**config.mk**
```make
export PLATFORM = sky130hd
export DESIGN_NAME = ssram_arbiter_2p
export DESIGN_NICKNAME = d
export VERILOG_FILES = /design/src/rtl/ssram_arbiter_2p_pkg.sv /design/src/rtl/ssram_rr_picker.sv /design/src/rtl/ssram_arbiter_2p.sv
export SDC_FILE = /design/constraint.sdc
export NUM_CORES = 1
export LEC_CHECK = 0
export CAP_MARGIN = 25
export CORE_AREA = 3 3 102 104
export CTS_CLUSTER_DIAMETER = 120
export DETAILED_ROUTE_END_ITERATION = 16
export DIE_AREA = 0 0 105 107
export GPL_TIMING_DRIVEN = 0
export HOLD_SLACK_MARGIN = 0.05
export PLACE_DENSITY = 0.68
export SLEW_MARGIN = 20
export SYNTH_ARGS = -nofsm -noshare
export SYNTH_HDL_FRONTEND = slang
export SYNTH_SLANG_ARGS = --single-unit
```
**constraint.sdc**
```tcl
create_clock -name HCLK -period 4 [get_ports HCLK]
set_clock_uncertainty 0.05 [all_clocks]
set_input_delay 0.8 -clock HCLK [delete_from_list [all_inputs] [get_ports HCLK]]
set_output_delay 0.8 -clock HCLK [all_outputs]
set_load 0.005 [all_outputs]
```
**src/rtl/ssram_arbiter_2p_pkg.sv**
```systemverilog
// Shared types and constants for the two-port SSRAM arbiter.
package ssram_arbiter_2p_pkg;

  // Arbiter ownership state: free arbitration or locked to one port.
  typedef enum logic [1:0] {
    ARB   = 2'd0,
    LOCK0 = 2'd1,
    LOCK1 = 2'd2
  } arb_state_t;

  localparam logic PORT0 = 1'b0;
  localparam logic PORT1 = 1'b1;

  // Burst counter width; covers MAX_BURST up to 255.
  localparam int BCNT_W = 8;

  // Lock state owned by the given port id.
  function automatic arb_state_t lock_state(input logic id);
    return (id == PORT1) ? LOCK1 : LOCK0;
  endfunction

endpackage

```
**src/rtl/ssram_rr_picker.sv**
```systemverilog
// Combinational 2-way round-robin pick, honouring lock ownership.
module ssram_rr_picker
  import ssram_arbiter_2p_pkg::*;
(
  input  logic [1:0]  i_req,
  input  logic        i_last_gnt,
  input  arb_state_t  i_state,
  output logic [1:0]  o_gnt
);

  // Locked: only the owner may win. Free: single requester wins, ties go
  // to the port that did not win last.
  always_comb begin
    o_gnt = 2'b00;
    case (i_state)
      LOCK0:   o_gnt = {1'b0, i_req[0]};
      LOCK1:   o_gnt = {i_req[1], 1'b0};
      default: begin
        case (i_req)
          2'b01:   o_gnt = 2'b01;
          2'b10:   o_gnt = 2'b10;
          2'b11:   o_gnt = (i_last_gnt == PORT1) ? 2'b01 : 2'b10;
          default: o_gnt = 2'b00;
        endcase
      end
    endcase
  end

endmodule

```
**src/rtl/ssram_arbiter_2p.sv**
```systemverilog
// Two-port arbiter in front of a single-port synchronous SRAM.
// Same-cycle round-robin grant, optional capped lock, 1-cycle read return.
module ssram_arbiter_2p
  import ssram_arbiter_2p_pkg::*;
#(
  parameter int AW        = 16,
  parameter int MAX_BURST = 8
) (
  input  logic          HCLK,
  input  logic          HRESETn,
  input  logic          m0_req,
  input  logic          m0_lock,
  input  logic          m0_we,
  input  logic [3:0]    m0_wb,
  input  logic [AW-1:0] m0_addr,
  input  logic [31:0]   m0_wdata,
  output logic          m0_gnt,
  output logic          m0_rvalid,
  output logic [31:0]   m0_rdata,
  input  logic          m1_req,
  input  logic          m1_lock,
  input  logic          m1_we,
  input  logic [3:0]    m1_wb,
  input  logic [AW-1:0] m1_addr,
  input  logic [31:0]   m1_wdata,
  output logic          m1_gnt,
  output logic          m1_rvalid,
  output logic [31:0]   m1_rdata,
  output logic          sram_en,
  output logic          sram_we,
  output logic [3:0]    sram_wb,
  output logic [AW-1:0] sram_addr,
  output logic [31:0]   sram_din,
  input  logic [31:0]   sram_dout
);

  arb_state_t        r_state, w_state_nxt;
  logic [BCNT_W-1:0] r_bcnt, w_bcnt_nxt;
  logic              r_last_gnt, w_last_nxt;
  logic              r_rd_pend;
  logic              r_rd_id;

  logic [1:0]        w_pick;
  logic [1:0]        w_gnt;
  logic              w_gnt_any;
  logic              w_gnt_id;
  logic              w_lock_sel;
  logic              w_we_sel;
  logic [BCNT_W:0]   w_bcnt_inc;

  ssram_rr_picker u_picker (
    .i_req      ({m1_req, m0_req}),
    .i_last_gnt (r_last_gnt),
    .i_state    (r_state),
    .o_gnt      (w_pick)
  );

  // Grants are forced low during reset so the SRAM enable drops at once.
  assign w_gnt      = w_pick & {2{HRESETn}};
  assign w_gnt_any  = |w_gnt;
  assign w_gnt_id   = w_gnt[1];
  assign w_lock_sel = w_gnt_id ? m1_lock : m0_lock;
  assign w_we_sel   = w_gnt_id ? m1_we : m0_we;
  assign w_bcnt_inc = {1'b0, r_bcnt} + {{BCNT_W{1'b0}}, 1'b1};

  // State register: ownership, burst count, last winner.
  always_ff @(posedge HCLK or negedge HRESETn) begin
    if (!HRESETn) begin
      r_state    <= ARB;
      r_bcnt     <= '0;
      r_last_gnt <= PORT1;
    end else begin
      r_state    <= w_state_nxt;
      r_bcnt     <= w_bcnt_nxt;
      r_last_gnt <= w_last_nxt;
    end
  end

  // Next-state: only a granted access moves the machine.
  always_comb begin
    w_state_nxt = r_state;
    w_bcnt_nxt  = r_bcnt;
    w_last_nxt  = r_last_gnt;
    if (w_gnt_any) begin
      w_last_nxt = w_gnt_id;
      case (r_state)
        ARB: begin
          // A cap of one makes locking meaningless, so stay free.
          if (w_lock_sel && (MAX_BURST > 1)) begin
            w_state_nxt = lock_state(w_gnt_id);
            w_bcnt_nxt  = {{(BCNT_W-1){1'b0}}, 1'b1};
          end
        end
        default: begin
          if (!w_lock_sel || (w_bcnt_inc == (BCNT_W+1)'(MAX_BURST))) begin
            w_state_nxt = ARB;
            w_bcnt_nxt  = '0;
          end else begin
            w_bcnt_nxt  = w_bcnt_inc[BCNT_W-1:0];
          end
        end
      endcase
    end
  end

  // Read tracking: remember which port owns next cycle's SRAM data.
  always_ff @(posedge HCLK or negedge HRESETn) begin
    if (!HRESETn) begin
      r_rd_pend <= 1'b0;
      r_rd_id   <= PORT0;
    end else begin
      r_rd_pend <= w_gnt_any & ~w_we_sel;
      if (w_gnt_any && !w_we_sel) r_rd_id <= w_gnt_id;
    end
  end

  // Outputs: grants, SRAM mux from the winner, steered read return.
  always_comb begin
    m0_gnt    = w_gnt[0];
    m1_gnt    = w_gnt[1];
    sram_en   = w_gnt_any;
    sram_we   = 1'b0;
    sram_wb   = 4'b0000;
    sram_addr = '0;
    sram_din  = '0;
    if (w_gnt[0]) begin
      sram_we   = m0_we;
      sram_wb   = m0_we ? m0_wb : 4'b0000;
      sram_addr = m0_addr;
      sram_din  = m0_wdata;
    end else if (w_gnt[1]) begin
      sram_we   = m1_we;
      sram_wb   = m1_we ? m1_wb : 4'b0000;
      sram_addr = m1_addr;
      sram_din  = m1_wdata;
    end
    m0_rvalid = r_rd_pend & (r_rd_id == PORT0);
    m1_rvalid = r_rd_pend & (r_rd_id == PORT1);
    m0_rdata  = m0_rvalid ? sram_dout : 32'h0;
    m1_rdata  = m1_rvalid ? sram_dout : 32'h0;
  end

endmodule

```
* Yosys cells after proc, flatten, opt, wreduce, memory -nomap -nowiden *
Index checks and enable logic that the tools add are counted.

storage, ports and cells
  flip-flop bits (word level) = 13
  input bits = 144
  output and inout bits = 122

cells by class
  add/sub/neg operators = 1
  eq/ne operators = 7
  muxes and demuxes = 24
  bitwise logic cells = 6
  reduce and logical (&&, ||, !) cells = 9

operators with widths
  operator                                       number
  two-way mux 32 bit                             4
  two-way mux 16 bit                             2
  two-way mux 8 bit                              3
  two-way mux 4 bit                              4
  two-way mux 2 bit                              5
  adder 8 x 1 -> 9 bit, second input constant    1
  == test 9 x 4 -> 1 bit, second input constant  1
  == test 2 bit, second input constant           3
  one-hot mux 2 bit (3 select lines)             1
  == test 2 x 1 -> 1 bit, second input constant  2
  two-way mux 1 bit                              4
  one-hot mux 2 bit (2 select lines)             1
  AND 1 bit                                      3
  AND reduction 3 bit                            1
  AND 2 bit                                      1
  zero test 1 bit                                2
  zero test 2 bit                                1
  != test 2 bit, second input constant           1
  inverter 1 bit                                 2
  AND reduction 2 bit                            1
  nonzero test 2 bit                             1
  OR reduction 2 bit                             1
  logical AND 1 bit                              1
  logical OR 1 bit                               1

* Depth between registers and ports, before layout *
  word-level depth = 9
  gate-level depth with buffers = 10
  depth with buffers taken out = 9

* Modules after synthesis *
Synthesis repeated with hierarchy kept, for this count alone.

second synthesis, totals
  cell total of the unflattened synthesis = 238
  area total of the unflattened synthesis = 1866.8 um2

modules (own cells, without submodules)
  module            instances  cells an instance  area each (um2)  seq. area each (um2)
  ssram_arbiter_2p  1          229                1808.0           326.6
  ssram_rr_picker   1          9                  58.8             0.0

* Least setup slack after synthesis *
OpenSTA, ideal clock, no wires.

  path type = input port to output port
  start = input m0_req
  end = output sram_din[11]
  data arrival time = 2.073 ns
  required time = 3.150 ns
  path slack = 1.077 ns
  stages = 7
  buffers on the path = 3
  path through = and3b_1 or3_1 buf_6 nor2_2 buf_4 buf_4 a22o_1

between the ends
  longest elaborated chain between the ends = 6
  elaborated cells on any way between the ends = 8
  classes of those cells = eq/ne: 3; mux: 4; bitwise: 1

ends and longest elaborated chain
  element                                                         line                     text
  from (decl)                                                     ssram_arbiter_2p.sv:11   input logic m0_req,
  == test 2 bit / == test 2 x 1 -> 1 bit (equally long branches)  ssram_rr_picker.sv:19    case (i_req)
  one-hot mux 2 bit (3 select lines)                              ssram_rr_picker.sv:19
  one-hot mux 2 bit (2 select lines) *                            ssram_rr_picker.sv:15    case (i_state)
  AND 2 bit *                                                     ssram_arbiter_2p.sv:59   assign w_gnt = w_pick & {2{HRESETn}};
  two-way mux 32 bit                                              ssram_arbiter_2p.sv:131  end else if (w_gnt[1]) begin
  two-way mux 32 bit *                                            ssram_arbiter_2p.sv:126  if (w_gnt[0]) begin
  to (decl)                                                       ssram_arbiter_2p.sv:33   output logic [31:0] sram_din,

Every way passes the cells marked *; elsewhere a longest branch is shown, timed or not.

* Final worst setup path *
  start = input m0_req
  end = output sram_din[27]

The elaborated chain is that of the path after synthesis.

==> out/metrics.cfg <==
[worst_hold_path]
hold_path.class=in -> async

[synthesis]
synthesis.area_um2=1910
ys_seq_area_frac=0.171
synth-edff-count=0
ys_types=49
synthArstFlopShare=1.00
yosys_warnings=0
synth_largest_area_cell=a22o_1
syn_avg_cell_area_um2=7.64
ys_ff_latch=13
yosysMostFrequentCell=a22o_1
synth.top_cell.area_share=0.234
synthTopCellsByCount=51 x a22o_1, 34 x and3_1, 33 x and2_1, 17 x clkbuf_1
synthFlopType=dfrtp_1
syn_nets=399
synthTopCellsByArea=a22o_1 23%, dfrtp_1 16%, and3_1 11%
syn_inst=250

[global_routing]
grt_first_pass_wirelength_mm=16.0
grt_pass1_vias=3015
track_usage=0.179
antenna_found_initial=0
grt_overflow=0
grt_max_degree=16

[placed_design]
place_ws_ns=-0.687
port_buffers=265
postPlaceCellArea_um2=4730
place_congestion=0.799
post-dp-hpwl_mm=9.82
dp_cells=648

[power_and_ir_drop]
leakage_nw=1.99
p_per_area_nw_per_um2=380
peakVddDrop_v=0.000166
power_mw=1.84

[critical_path]
critical_path.slowest_cell=clkdlybuf4s50_1
critPathLaunchType=primary input
critPathArrivalTime_ns=3.04
critical_path_class=in -> out
critPathMaxFanout=10
critPathCaptureType=output pin
critical_path.max_stage_delay_ns=0.50
cp.required_ns=3.15
worstPathCellList=clkdlybuf4s50_1 -> and3b_1 -> or3_1 -> buf_6 -> nor2_4 -> buf_8 -> buf_6 -> a22o_1 -> clkdlybuf4s50_1

[cts]
cts_tree=yes
worstSkewPairLatency_ns=0.24
clk_pin_slew_worst_paths_ns=0.05
htree_levels=1
clock-root-buffer=clkbuf_8
cts_buffers=3
cts.path.max_buffers=2
cts_sinks=13
hold_buffers=0

[final_layout]
num_antenna_cells=0
area_growth_syn_to_layout_pct=153
post-route-cell-area_um2=4820
drive_above_1_share=0.0537
final_nets=671
final_cells=654
final_util=0.501

[timing]
finalMaxSlewViolations=0
worst_slew_pin_slew_ns=0.475
setup_slack_ns=0.108
whs_ns=0.400
hold_viol=0
period_minus_slack_ns=3.89
grt_setup_unrepaired=no
fmaxAchievable_mhz=257
setup-tns-final_ns=0
finalCritPeriodShare=0.973
slew_headroom=0.681
finalSetupViolCount=0

[drt]
wl_per_cell_um=16.9
drtAntennaViolNets=0
via_per_inst=4.65
drt_iter0_markers=87
drc=0
drt_first_pass_iters=4
dr_total_vias=3039
routed_wl_mm=11.1

[die]
initial_core_util=0.198
chipWidth_um=105
fp.dieH_um=107
coreArea_um2=9640
die_area_um2=11200
rows=36
io_pins=266

[flow_run]
cap_viol_max_count=0

[run_status]
status=finished, final reports clean

## logic make-up after synthesis
kind of cell / Yosys count / share of synthesized area
simple gates: 113 / 0.349
buf+inv: 30 / 0.0714
flops: 13 / 0.171
compound gates: 86 / 0.362
mux: 1 / 0.00524
xor+xnor: 2 / 0.00917
fa+ha+maj: 5 / 0.0327
## sequential cells by signal, indices dropped and copies added (netlist names)
| register | count |
|---|---|
| r_bcnt | 8 |
| r_state | 2 |
| r_last_gnt | 1 |
| r_rd_id | 1 |
| r_rd_pend | 1 |
## layer usage
| layer | vias up | track usage | wire (µm) |
|---|---|---|---|
| li1 | 1492 | - | - |
| met1 | 1373 | 0.177 | 3890 |
| met3 | 12 | 0.0584 | 1030 |
| met2 | 162 | 0.358 | 5960 |
| met4 | 0 | 0.0403 | 174 |
| met5 | - | 0 | 0 |
## placed cells by master, fill, tap and decap left out, drive strengths merged, types with 2 or more instances in the layout
cell and instances:
a21oi 5, nor3 3, dlygate4sd2 4, nand2 13
ha 5, o22ai 2, a32oi 2, buf 10
dfrtp 12, nor2 5, clkdlybuf4s50 260, nand3 11
o221ai 2, and3 34, xnor2 2, a22o 51
clkbuf 21, and2 33, o21ai 10, a21boi 2
inv 5, a31oi 3, a211o 3, nor2b 4
## final cells by class
type | count | area (µm²)
multi-input combinational | 207 | 1450
timing repair buffer | 267 | 2670
sequential | 13 | 327
fill | 950 | 4810
inverter | 6 | 23.8
tap | 133 | 166
buffer | 24 | 140
clock buffer | 4 | 45.0
## critical path: cells and delay by family
family	cells	cell delay, ns
AO/OA/AOI/OAI	1	0.15
buffers and inverters	5	1.36
AND/OR/NAND/NOR	3	0.73
## timing repair
| action | in CTS | in global routing |
|---|---|---|
| gates resized for setup | 13 | 12 |
| pin swaps | 0 | 1 |
| setup endpoints to repair | 55 | 36 |
| buffers inserted | 0 | 2 |
## where the power goes
part	total, mW	switching (mW)	internal (mW)
clock	0.117	0.0469	0.0704
combinational	1.48	0.616	0.862
sequential	0.240	0.0564	0.184
total	1.84	0.719	1.12
## worst paths after layout
| path | slack [ns] | cells past startpoint | to | start |
|---|---|---|---|---|
| max | 0.11 | 9 | sram_din[27] | m0_req |
| max reg2reg | 1.64 | 7 | r_bcnt[5] | r_state[1] |
| min in group HCLK | 0.45 | 2 | r_last_gnt | r_last_gnt |
| max in group asynchronous | 3.21 | 1 | r_last_gnt | HRESETn |
| min | 0.40 | 1 | r_bcnt[7] | HRESETn |
| min reg2reg | 0.45 | 2 | r_last_gnt | r_last_gnt |
(Power assumes the default switching activity.)
